File: config.mk
export PLATFORM = sky130hd
export DESIGN_NAME = data_bus_arbiter
export DESIGN_NICKNAME = d
export VERILOG_FILES = /design/src/rtl/data_bus_arbiter.sv
export SDC_FILE = /design/constraint.sdc
export NUM_CORES = 1
export LEC_CHECK = 0
export BUFFER_PORTS_ARGS = -buffer_cell sky130_fd_sc_hd__buf_2
export CORE_AREA = 2 2 125 127
export CTS_BUF_LIST = sky130_fd_sc_hd__clkbuf_4
export DETAILED_ROUTE_END_ITERATION = 16
export DIE_AREA = 0 0 127 129
export SLEW_MARGIN = 20
export SYNTH_ARGS = -nofsm -noshare
export SYNTH_HDL_FRONTEND = slang
export SYNTH_SLANG_ARGS = --single-unit
File: constraint.sdc
create_clock -name clk -period 1.8 [get_ports clk]
set_input_delay 0 -clock clk [delete_from_list [all_inputs] [get_ports clk]]
set_output_delay 0 -clock clk [all_outputs]
set_load 0.005 [all_outputs]
File: src/rtl/data_bus_arbiter.sv
// Two-master round-robin arbiter for the core data-memory port (req/gnt/valid protocol).
// An in-order ID FIFO routes each bus response back to the master that issued it.
module data_bus_arbiter #(
  parameter int unsigned MAX_OUTST = 2,
  parameter int unsigned CW        = $clog2(MAX_OUTST + 1)
) (
  input  logic          clk,
  input  logic          reset_n,
  // master 0: memory-stage load/store unit
  input  logic          m0_req,
  input  logic          m0_wr,
  input  logic [31:0]   m0_addr,
  input  logic [31:0]   m0_wdata,
  input  logic [3:0]    m0_be,
  output logic          m0_gnt,
  output logic [31:0]   m0_rdata,
  output logic          m0_valid,
  output logic          m0_err,
  // master 1: debug/DMA access port
  input  logic          m1_req,
  input  logic          m1_wr,
  input  logic [31:0]   m1_addr,
  input  logic [31:0]   m1_wdata,
  input  logic [3:0]    m1_be,
  output logic          m1_gnt,
  output logic [31:0]   m1_rdata,
  output logic          m1_valid,
  output logic          m1_err,
  // shared data bus
  output logic          data_req,
  output logic          data_wr,
  output logic [31:0]   data_addr,
  output logic [31:0]   data_wdata,
  output logic [3:0]    data_be,
  input  logic          data_gnt,
  input  logic [31:0]   data_rdata,
  input  logic          data_valid,
  input  logic          data_error,
  // status
  output logic [CW-1:0] outst_cnt,
  output logic          unexp_resp
);

  localparam int unsigned   PW      = (MAX_OUTST > 1) ? $clog2(MAX_OUTST) : 1;
  localparam logic [PW-1:0] PtrLast = PW'(MAX_OUTST - 1);
  localparam logic [CW-1:0] CntFull = CW'(MAX_OUTST);

  logic                 last_gnt_q, last_gnt_d;
  logic                 lock_q, lock_d;
  logic                 lock_id_q, lock_id_d;
  logic [MAX_OUTST-1:0] id_q, id_d;
  logic [PW-1:0]        wptr_q, wptr_d;
  logic [PW-1:0]        rptr_q, rptr_d;
  logic [CW-1:0]        cnt_q, cnt_d;
  logic                 unexp_q, unexp_d;

  logic sel_vld;
  logic sel_id;
  logic full;
  logic push;
  logic pop;
  logic head_id;

  // Selection: a locked address phase keeps its master until the handshake.
  always_comb begin
    sel_vld = 1'b0;
    sel_id  = 1'b0;
    if (lock_q) begin
      sel_vld = 1'b1;
      sel_id  = lock_id_q;
    end else if (m0_req && m1_req) begin
      sel_vld = 1'b1;
      sel_id  = ~last_gnt_q;
    end else if (m0_req) begin
      sel_vld = 1'b1;
      sel_id  = 1'b0;
    end else if (m1_req) begin
      sel_vld = 1'b1;
      sel_id  = 1'b1;
    end
  end

  always_comb begin
    data_wr    = 1'b0;
    data_addr  = '0;
    data_wdata = '0;
    data_be    = '0;
    if (sel_vld) begin
      if (sel_id) begin
        data_wr    = m1_wr;
        data_addr  = m1_addr;
        data_wdata = m1_wdata;
        data_be    = m1_be;
      end else begin
        data_wr    = m0_wr;
        data_addr  = m0_addr;
        data_wdata = m0_wdata;
        data_be    = m0_be;
      end
    end
  end

  // A pop in the same cycle does not free a slot for pass-through.
  assign full     = (cnt_q == CntFull);
  assign data_req = sel_vld & ~full;
  assign push     = data_req & data_gnt;
  assign pop      = data_valid & (cnt_q != '0);
  assign head_id  = id_q[rptr_q];

  assign m0_gnt   = push & ~sel_id;
  assign m1_gnt   = push & sel_id;

  assign m0_rdata = data_rdata;
  assign m1_rdata = data_rdata;
  assign m0_valid = pop & ~head_id;
  assign m1_valid = pop & head_id;
  assign m0_err   = m0_valid & data_error;
  assign m1_err   = m1_valid & data_error;

  assign outst_cnt  = cnt_q;
  assign unexp_resp = unexp_q;

  always_comb begin
    lock_d     = lock_q;
    lock_id_d  = lock_id_q;
    last_gnt_d = last_gnt_q;
    id_d       = id_q;
    wptr_d     = wptr_q;
    rptr_d     = rptr_q;
    cnt_d      = cnt_q;
    unexp_d    = unexp_q;

    if (push) begin
      lock_d     = 1'b0;
      last_gnt_d = sel_id;
      id_d[wptr_q] = sel_id;
      wptr_d     = (wptr_q == PtrLast) ? '0 : wptr_q + PW'(1);
    end else if (data_req && !data_gnt) begin
      lock_d    = 1'b1;
      lock_id_d = sel_id;
    end

    if (pop) begin
      rptr_d = (rptr_q == PtrLast) ? '0 : rptr_q + PW'(1);
    end

    unique case ({push, pop})
      2'b10:   cnt_d = cnt_q + CW'(1);
      2'b01:   cnt_d = cnt_q - CW'(1);
      default: cnt_d = cnt_q;
    endcase

    if (data_valid && (cnt_q == '0)) begin
      unexp_d = 1'b1;
    end
  end

  always_ff @(posedge clk or negedge reset_n) begin
    if (!reset_n) begin
      last_gnt_q <= 1'b1;
      lock_q     <= 1'b0;
      lock_id_q  <= 1'b0;
      id_q       <= '0;
      wptr_q     <= '0;
      rptr_q     <= '0;
      cnt_q      <= '0;
      unexp_q    <= 1'b0;
    end else begin
      last_gnt_q <= last_gnt_d;
      lock_q     <= lock_d;
      lock_id_q  <= lock_id_d;
      id_q       <= id_d;
      wptr_q     <= wptr_d;
      rptr_q     <= rptr_d;
      cnt_q      <= cnt_d;
      unexp_q    <= unexp_d;
    end
  end

endmodule

==> Yosys cells after proc, flatten, opt, wreduce, memory -nomap -nowiden <==
Index checks and enable logic that the tools add are counted.
{ "word_totals": {"register_bits": 10, "input_bits": 177, "out_inout_bits": 143} }
{ "classes": {"n_addsub": 4, "n_lt_le_gt_ge": 3, "n_eq_ne": 3, "n_mux": 25, "n_bitwise": 14, "n_reduce_logical": 10} }
{ "ops": {"columns": ["op", "n"], "rows": [
  ["32-bit 2-to-1 mux", 4],
  ["1-bit 2-to-1 mux", 16],
  ["1-bit AND", 9],
  ["4-bit 2-to-1 mux", 2],
  ["2-bit nonzero test", 3],
  ["1-bit inverter", 5],
  ["2-bit equality test (second input constant)", 2],
  ["1-bit logical AND", 4],
  ["1-bit by 2-bit less-than comparator with 1-bit output (second input constant)", 2],
  ["2-bit one-hot mux with 2 select lines", 1],
  ["1-bit adder (second input constant)", 2],
  ["2-bit by 1-bit adder with 2-bit output (second input constant)", 1],
  ["2-bit bitwise mux", 1],
  ["2-bit by 1-bit equality test with 1-bit output (second input constant)", 1],
  ["2-bit zero test", 1],
  ["2-bit AND reduction", 1],
  ["2-bit by 1-bit subtractor with 2-bit output (second input constant)", 1],
  ["1-bit demux with 1-bit select", 1],
  ["1-bit >= comparator (second input constant)", 1],
  ["1-bit zero test", 1]
]} }

==> Longest topological paths before layout <==
Gate-level depths: netlist of run 1.
{ "depth": {"ltp_word": 8, "ltp_mapped": 7, "depth_no_buf": 6} }

==> Worst setup path after synthesis of run 1 <==
OpenSTA, ideal clock, no wires.
{ "synth_timing": {"path_kind": "register to register", "start": "register lock_q", "end": "register cnt_q[1] (netlist: outst_cnt[1])", "arrival_ps": 1507, "slack_ps": 213, "path_stages_with_launch": 7, "synth_period_minus_slack_ps": 1587, "cell_sequence": "dfrtp_1 or3_1 buf_6 nand3_4 ha_1 nor2_1 xor2_1"} }
{ "synth_via": {"elab_chain_len": 5, "elab_cells_between_ends": 7} }
{ "synth_rtl": {"columns": ["element", "line", "text"], "rows": [
  ["from (decl)", "49", "logic lock_q, lock_d;"],
  ["from (signal assigned)", "170", "lock_q <= lock_d;"],
  ["1-bit 2-to-1 mux *", "68", "if (lock_q) begin"],
  ["1-bit AND *", "105", "assign data_req = sel_vld & ~full;"],
  ["1-bit AND *", "106", "assign push = data_req & data_gnt;"],
  ["2-bit by 1-bit equality test with 1-bit output or 2-bit equality test (tied branches)", "147", "unique case ({push, pop})"],
  ["2-bit one-hot mux with 2 select lines or 2-bit nonzero test (tied branches)", null, null],
  ["to (signal assigned)", "175", "cnt_q <= cnt_d;"],
  ["to (decl)", "54", "logic [CW-1:0] cnt_q, cnt_d;"]
]} }
Every way passes the cells marked *; elsewhere a longest branch is shown, timed or not.
A chain may end at the register's enable or synchronous reset.

==> Worst setup path after layout of run 1 <==
{ "layout_timing": {"start": "register lock_q", "end": "output port data_wdata[8]"} }
{ "layout_via": {"elab_chain_len": 3, "elab_cells_between_ends": 4} }
{ "layout_rtl": {"columns": ["element", "line", "text"], "rows": [
  ["1-bit 2-to-1 mux", "68", null],
  ["32-bit 2-to-1 mux", "89", "if (sel_id) begin"],
  ["32-bit 2-to-1 mux *", "88", "if (sel_vld) begin"],
  ["to (decl)", "33", "output logic [31:0] data_wdata,"]
]} }
Marked as above.

==> results by group, run 1 <==
Placed design
  • Detailed Place HPWL: 6.607 mm
  • PortBufs: 223
  • Pre-CTS WS: 0.1193 ns
  • Gpl congestion: 0.7151
  • DP Area: 3188 um^2

Critical path
  • CP max FO: 6
  • Top delay family on crit path: buffers and inverters
  • Crit path cell chain: buf_6, nand2b_4, o21a_4, bufbuf_16, mux2i_1, buf_2
  • Crit path capture type: output pin
  • Crit path buffers/inverters: 3
  • Worst Path Arrival: 1.82 ns
  • Startpoint Class: flop
  • Max stage delay on crit path: 0.40 ns
  • WS Path Type: reg2out
  • CP Data Required Time: 1.80 ns
  • CP max stage cell: dfrtp_1

STA
  • Min Tclk post-route: 1.821 ns
  • RSZ-0062 raised after global routing: yes
  • Final Hold Fails: 0
  • Period utilization: 1.012
  • Endpoints failing setup: 3
  • F_max: 549.0 MHz
  • Slew Limit Fails: 0
  • Slew Limit Headroom: 0.6687
  • Worst setup margin: -0.02144 ns
  • Clock Skews: 0.002234 ns
  • Worst-margin pin slew: 0.4918 ns

Power and ir drop
  • P per Cell Area: 1102 nW/um^2
  • Leakage: 2.389 nW
  • Power consumption: 0.003795 W
  • Maximum vdd drop: 811.0 uV

Logic synthesis
  • Post-synth EDFFs: 0
  • Synthesized area per cell: 6.953 um^2
  • FF+latch count, synth: 10
  • Netlist cell types: 26
  • Mapped Area: 2322 um^2
  • Synthesized Nets: 512
  • Sequential fraction of the synthesis area: 0.1083
  • YS warnings: 0
  • Synth Flop Type: dfrtp_1
  • Async SR Flop Fraction: 1.000
  • Mapped Cells: 334

Routing
  • Iter 0 DRT Violations: 85
  • Routed wire length on met2: 3.842 mm
  • First-pass detailed-route iteration total: 4
  • WL met1: 3.340 mm
  • Met3 wire len: 907 um
  • DRT antenna net count: 0
  • DR vias: 2,521
  • Top sig layer: met4
  • Total wire length: 8.173 mm
  • DRC: 0
  • DR vias/cell: 3.670
  • DR WL/cell: 11.90 um

Floorplanning
  • Die X: 127 um
  • DIE AREA: 16,380 um^2
  • # rows: 45
  • Initial core utilization: 0.1551
  • # IOs: 320
  • Die height: 129 um
  • Total core area: 14,980 um^2

Layout
  • Most frequent cells in the layout: buf_2, inv_1, nand2_1
  • Ant. Diodes: 0
  • Most common cell after layout, fill and taps aside: buf_2
  • Share of layout cells above drive strength 1: 0.5170
  • Final Instance Area: 3442 um^2
  • Synthesis-to-layout area growth: 48.22%
  • Final core occ: 0.2298
  • Final nets: 678

Global routing
  • Vias in the first global route: 2,193
  • All-Layer GR Usage: 0.08660
  • GR Overflow Total: 0
  • Largest net degree at the start of global routing: 36
  • Initial antenna violation count: 0
  • First-pass GRT wire length: 11.47 mm

Clocking
  • CTS buffer count: 3
  • H-tree depth: 1
  • Clock tree sinks: 10
  • Clock Latency Late Sink: 0.27 ns
  • CTS tree: yes
  • Clk slew on worst S/H paths: 0.07 ns
  • Bufs on Longest Clock Path: 2
  • CTS root buffer: clkbuf_4

Min path
  • Worst Hold Class: in2out

Outcome
  • Failing checks: negative setup slack
  • Run status: finished with violations

Run
  • MaxCap Viol Count: 0
cells in the mapped netlist (3+ instances only):
master   instances  area, um^2
xnor2_1          4       35.03
mux2i_1         70       700.7
mux2_2           4       45.04
buf_6            3       33.78
inv_1           70       262.8
nor2_1           6       22.52
buf_2            7       35.03
dfrtp_1          9       225.2
nand2_1         70       262.8
buf_4           70       525.5
layout make-up:
cell class | instances | area (um^2)
tap | 188 | 235.2
clock inverter | 1 | 3.754
sequential | 10 | 251.5
multi-input combinational | 174 | 1274
clock buffer | 3 | 22.52
inverter | 70 | 262.8
timing repair buffer | 241 | 1393
fill | 1661 | 11530
through the flow:
stage	TNS [ns]	cells	hold WS, ns
after detailed placement	0	675	-0.1246
after floorplan	0	334	-0.2956
after global routing	-1.559	687	0.00001257
after global placement	0	675	-0.1242
after CTS	-0.1373	685	0.00005116
final	-0.04093	687	0.000003486
what timing repair did:
action / 4_1_cts / 5_1_grt
buffers inserted: 2 / 2
gates resized for setup: 11 / 16
setup endpoints to repair: 60 / 57
pin swaps: 1 / 0
cloned: 2 / 0
hold buffers: 2 / 0
hold endpoints to repair: 11 / 0
logic make-up (layout without fill, tap and decap cells):
logic type      Yosys count  after routing  share of synthesized area
simple gates             89             89                     0.1633
compound gates            5              5                    0.01401
mux                      74             74                     0.3211
flops                    10             10                     0.1083
fa+ha+maj                 1              1                   0.005387
buf+inv                 150            315                     0.3691
xor+xnor                  5              5                    0.01886
worst register-to-register path, cell delays in order (launching register included):
cell and delay, ns:
dfrtp_1 0.40, buf_4 0.14, or3_4 0.43, nand3_4 0.13
ha_1 0.17, xnor2_1 0.14, nor2_2 0.05, xor2_1 0.13
report_power, final:
part / leakage [nW] / switching [W] / internal (W)
clock network: 0.0154 / 0.0000806 / 0.0000802
registers: 0.115 / 0.0000925 / 0.000338
logic: 2.26 / 0.00138 / 0.00182
total: 2.39 / 0.00155 / 0.00224
state kept, by name, summed over array words and instances, names as in the netlist:
| name | count |
|---|---|
| id_q | 2 |
| last_gnt_q | 1 |
| lock_id_q | 1 |
| lock_q | 1 |
| outst_cnt | 2 |
| rptr_q | 1 |
| unexp_resp | 1 |
| wptr_q | 1 |
layer usage:
metal  GRT usage  up-vias
met5           0        -
met4     0.01681        0
met3     0.02994       11
met2      0.1471      169
met1      0.1073     1060
li1            -     1281
path summary, 6_finish.rpt:
path                                     from            end  slack (ns)  cells after the start
worst max register to register         lock_q   outst_cnt[1]        0.09                      7
min in group asynchronous             reset_n         lock_q        0.12                      2
worst min register to register     unexp_resp     unexp_resp        0.46                      1
worst max-delay path                   lock_q  data_wdata[8]       -0.02                      6
worst min-delay path            data_rdata[7]    m0_rdata[7]    0.000003                      0
max in group asynchronous             reset_n     last_gnt_q        1.42                      2
(Power assumes the default switching activity.)
==> run 2: changes to the inputs <==
- CTS_BUF_LIST: sky130_fd_sc_hd__clkbuf_4 -> not set
==> run 2 against run 1 <==
The flow now finishes without violations. Critical endpoint unchanged. Utilization fell by 0.11 points. Global-route usage barely moved. Final area fell by 0.47%. Cell count rose by 0.29%. Total power rose by 2.5%.
==> results by group, run 2 (synthesized netlist as in run 1, its figures left out) <==
Global routing
  • GR Overflow Total: 0
  • Vias in the first global route: 2,171
  • First-pass GRT wire length: 11.36 mm
  • Initial antenna violation count: 0
  • Largest net degree at the start of global routing: 36
  • All-Layer GR Usage: 0.08617

Clocking
  • CTS buffer count: 3
  • H-tree depth: 1
  • Clk slew on worst S/H paths: 0.04 ns
  • CTS tree: yes
  • CTS root buffer: clkbuf_16
  • Clock tree sinks: 10
  • Bufs on Longest Clock Path: 2
  • Clock Latency Late Sink: 0.24 ns

STA
  • F_max: 561.1 MHz
  • Clock Skews: 0.001019 ns
  • Slew Limit Fails: 0
  • Min Tclk post-route: 1.782 ns
  • RSZ-0062 raised after global routing: yes
  • Fin Hold WS: 0.000003486 ns
  • Period utilization: 0.9901
  • Worst-margin pin slew: 0.4689 ns
  • Slew Limit Headroom: 0.6841
  • Final Hold Fails: 0
  • Endpoints failing setup: 0
  • Worst setup margin: 0.01781 ns

Routing
  • DR vias: 2,522
  • First-pass detailed-route iteration total: 4
  • DR WL/cell: 11.70 um
  • DRC: 0
  • DRT antenna net count: 0
  • DR vias/cell: 3.660
  • Total wire length: 8.064 mm
  • Iter 0 DRT Violations: 75

Layout
  • Reg area: 251.5 um^2
  • Ant. Diodes: 0
  • Share of layout cells above drive strength 1: 0.5130
  • Fill cells: 1,663
  • Most common cell after layout, fill and taps aside: buf_2
  • Non-Filler Instances: 689
  • Final nets: 680
  • Synthesis-to-layout area growth: 47.52%
  • Most frequent cells in the layout: buf_2, inv_1, nand2_1
  • Multi-input logic area: 1240 um^2

Placed design
  • Gpl congestion: 0.7151
  • Detailed Place HPWL: 6.607 mm
  • PortBufs: 223
  • Placed Instances: 675
  • Pre-CTS WS: 0.1193 ns

Critical path
  • Max stage delay on crit path: 0.37 ns
  • CP max stage cell: dfrtp_1
  • WS Path Type: reg2out
  • Crit path cell chain: buf_4, nand2b_4, o21a_4, buf_12, buf_4, mux2i_1, buf_2
  • Top delay family on crit path: buffers and inverters
  • Startpoint Class: flop
  • CP Data Required Time: 1.80 ns
  • CP max FO: 13
  • Crit path buffers/inverters: 4
  • Crit path launch: lock_q
  • Worst Path Arrival: 1.78 ns
  • Crit path capture type: output pin
  • Crit path top cell by count: buf_4
  • R2r startpoint: lock_q

Power and ir drop
  • Leakage: 2.398 nW
  • Maximum vdd drop: 767.4 uV
  • P per Cell Area: 1136 nW/um^2

Min path
  • Worst Hold Class: in2out
  • Hold_sp: data_rdata[7]

Outcome
  • Run status: finished, final reports clean

Run
  • MaxCap Viol Count: 0

Floorplanning
  • # rows: 45
  • DIE AREA: 16,380 um^2
  • Die X: 127 um
  • Initial core utilization: 0.1551
  • Total core area: 14,980 um^2
  • Die height: 129 um
  • # IOs: 320
## run 2: changes by cell type in the layout (fill, tap and decap cells not counted), moves of 2 or more
cell / delta
buf_4: +6
buf_6: +2
buf_8: -4
clkbuf_16: +3
clkbuf_4: -3
mux2i_1: +2
mux2i_4: -2
## run 2: final timing paths
check	endpoint	slack (ns)	depth (start not counted)
setup / recovery	data_wdata[8]	0.02	7
hold / removal	m0_rdata[7]	0.000003	0
setup reg to reg	outst_cnt[1]	0.06	5
hold reg to reg	unexp_resp	0.45	1
max in group asynchronous	last_gnt_q	1.37	2
min in group asynchronous	outst_cnt[0]	0.17	2
## run 2: repair_timing
| action | 4_1_cts | 5_1_grt |
|---|---|---|
| gates resized for setup | 0 | 11 |
| pin swaps | 0 | 1 |
| gates cloned | 1 | 0 |
| buffers inserted | 0 | 7 |
| endpoints found under the hold margin | 11 | 0 |
| hold buffers | 2 | 0 |
| endpoints found under the setup margin | 8 | 70 |
## run 2: per-layer routing
metal	track usage	vias to the layer above	share of wire	wire length, um
met1	0.1025	1070	0.40	3236
met2	0.1477	163	0.48	3844
met5	0	-	0	0
met3	0.03243	8	0.11	900
met4	0.02069	0	0.010	82
li1	-	1281	-	-
## run 2: layout make-up
class,instances,area share
clock buffer,4,0.02593
multi-input combinational,174,0.3619
inverter,70,0.07670
timing repair buffer,243,0.3934
tap,188,0.06866
sequential,10,0.07341
## run 2: per-stage QoR
stage	instance area (um^2)	utilization	TNS, ns	total power [W]
after floorplan	2322	-	0	0.002188
after global placement	3188	0.2129	0	0.003143
after detailed placement	3188	0.2129	0	0.003162
after CTS	3329	0.2223	-0.08730	0.003752
after global routing	3426	0.2287	-0.2946	0.004199
final	3426	0.2287	0	0.003891
## run 2: power breakdown
group	switching [W]	total (W)	internal (W)
registers	0.0000902	0.000429	0.000339
clock network	0.000111	0.000445	0.000335
logic	0.00134	0.00302	0.00168
total	0.00154	0.00389	0.00235
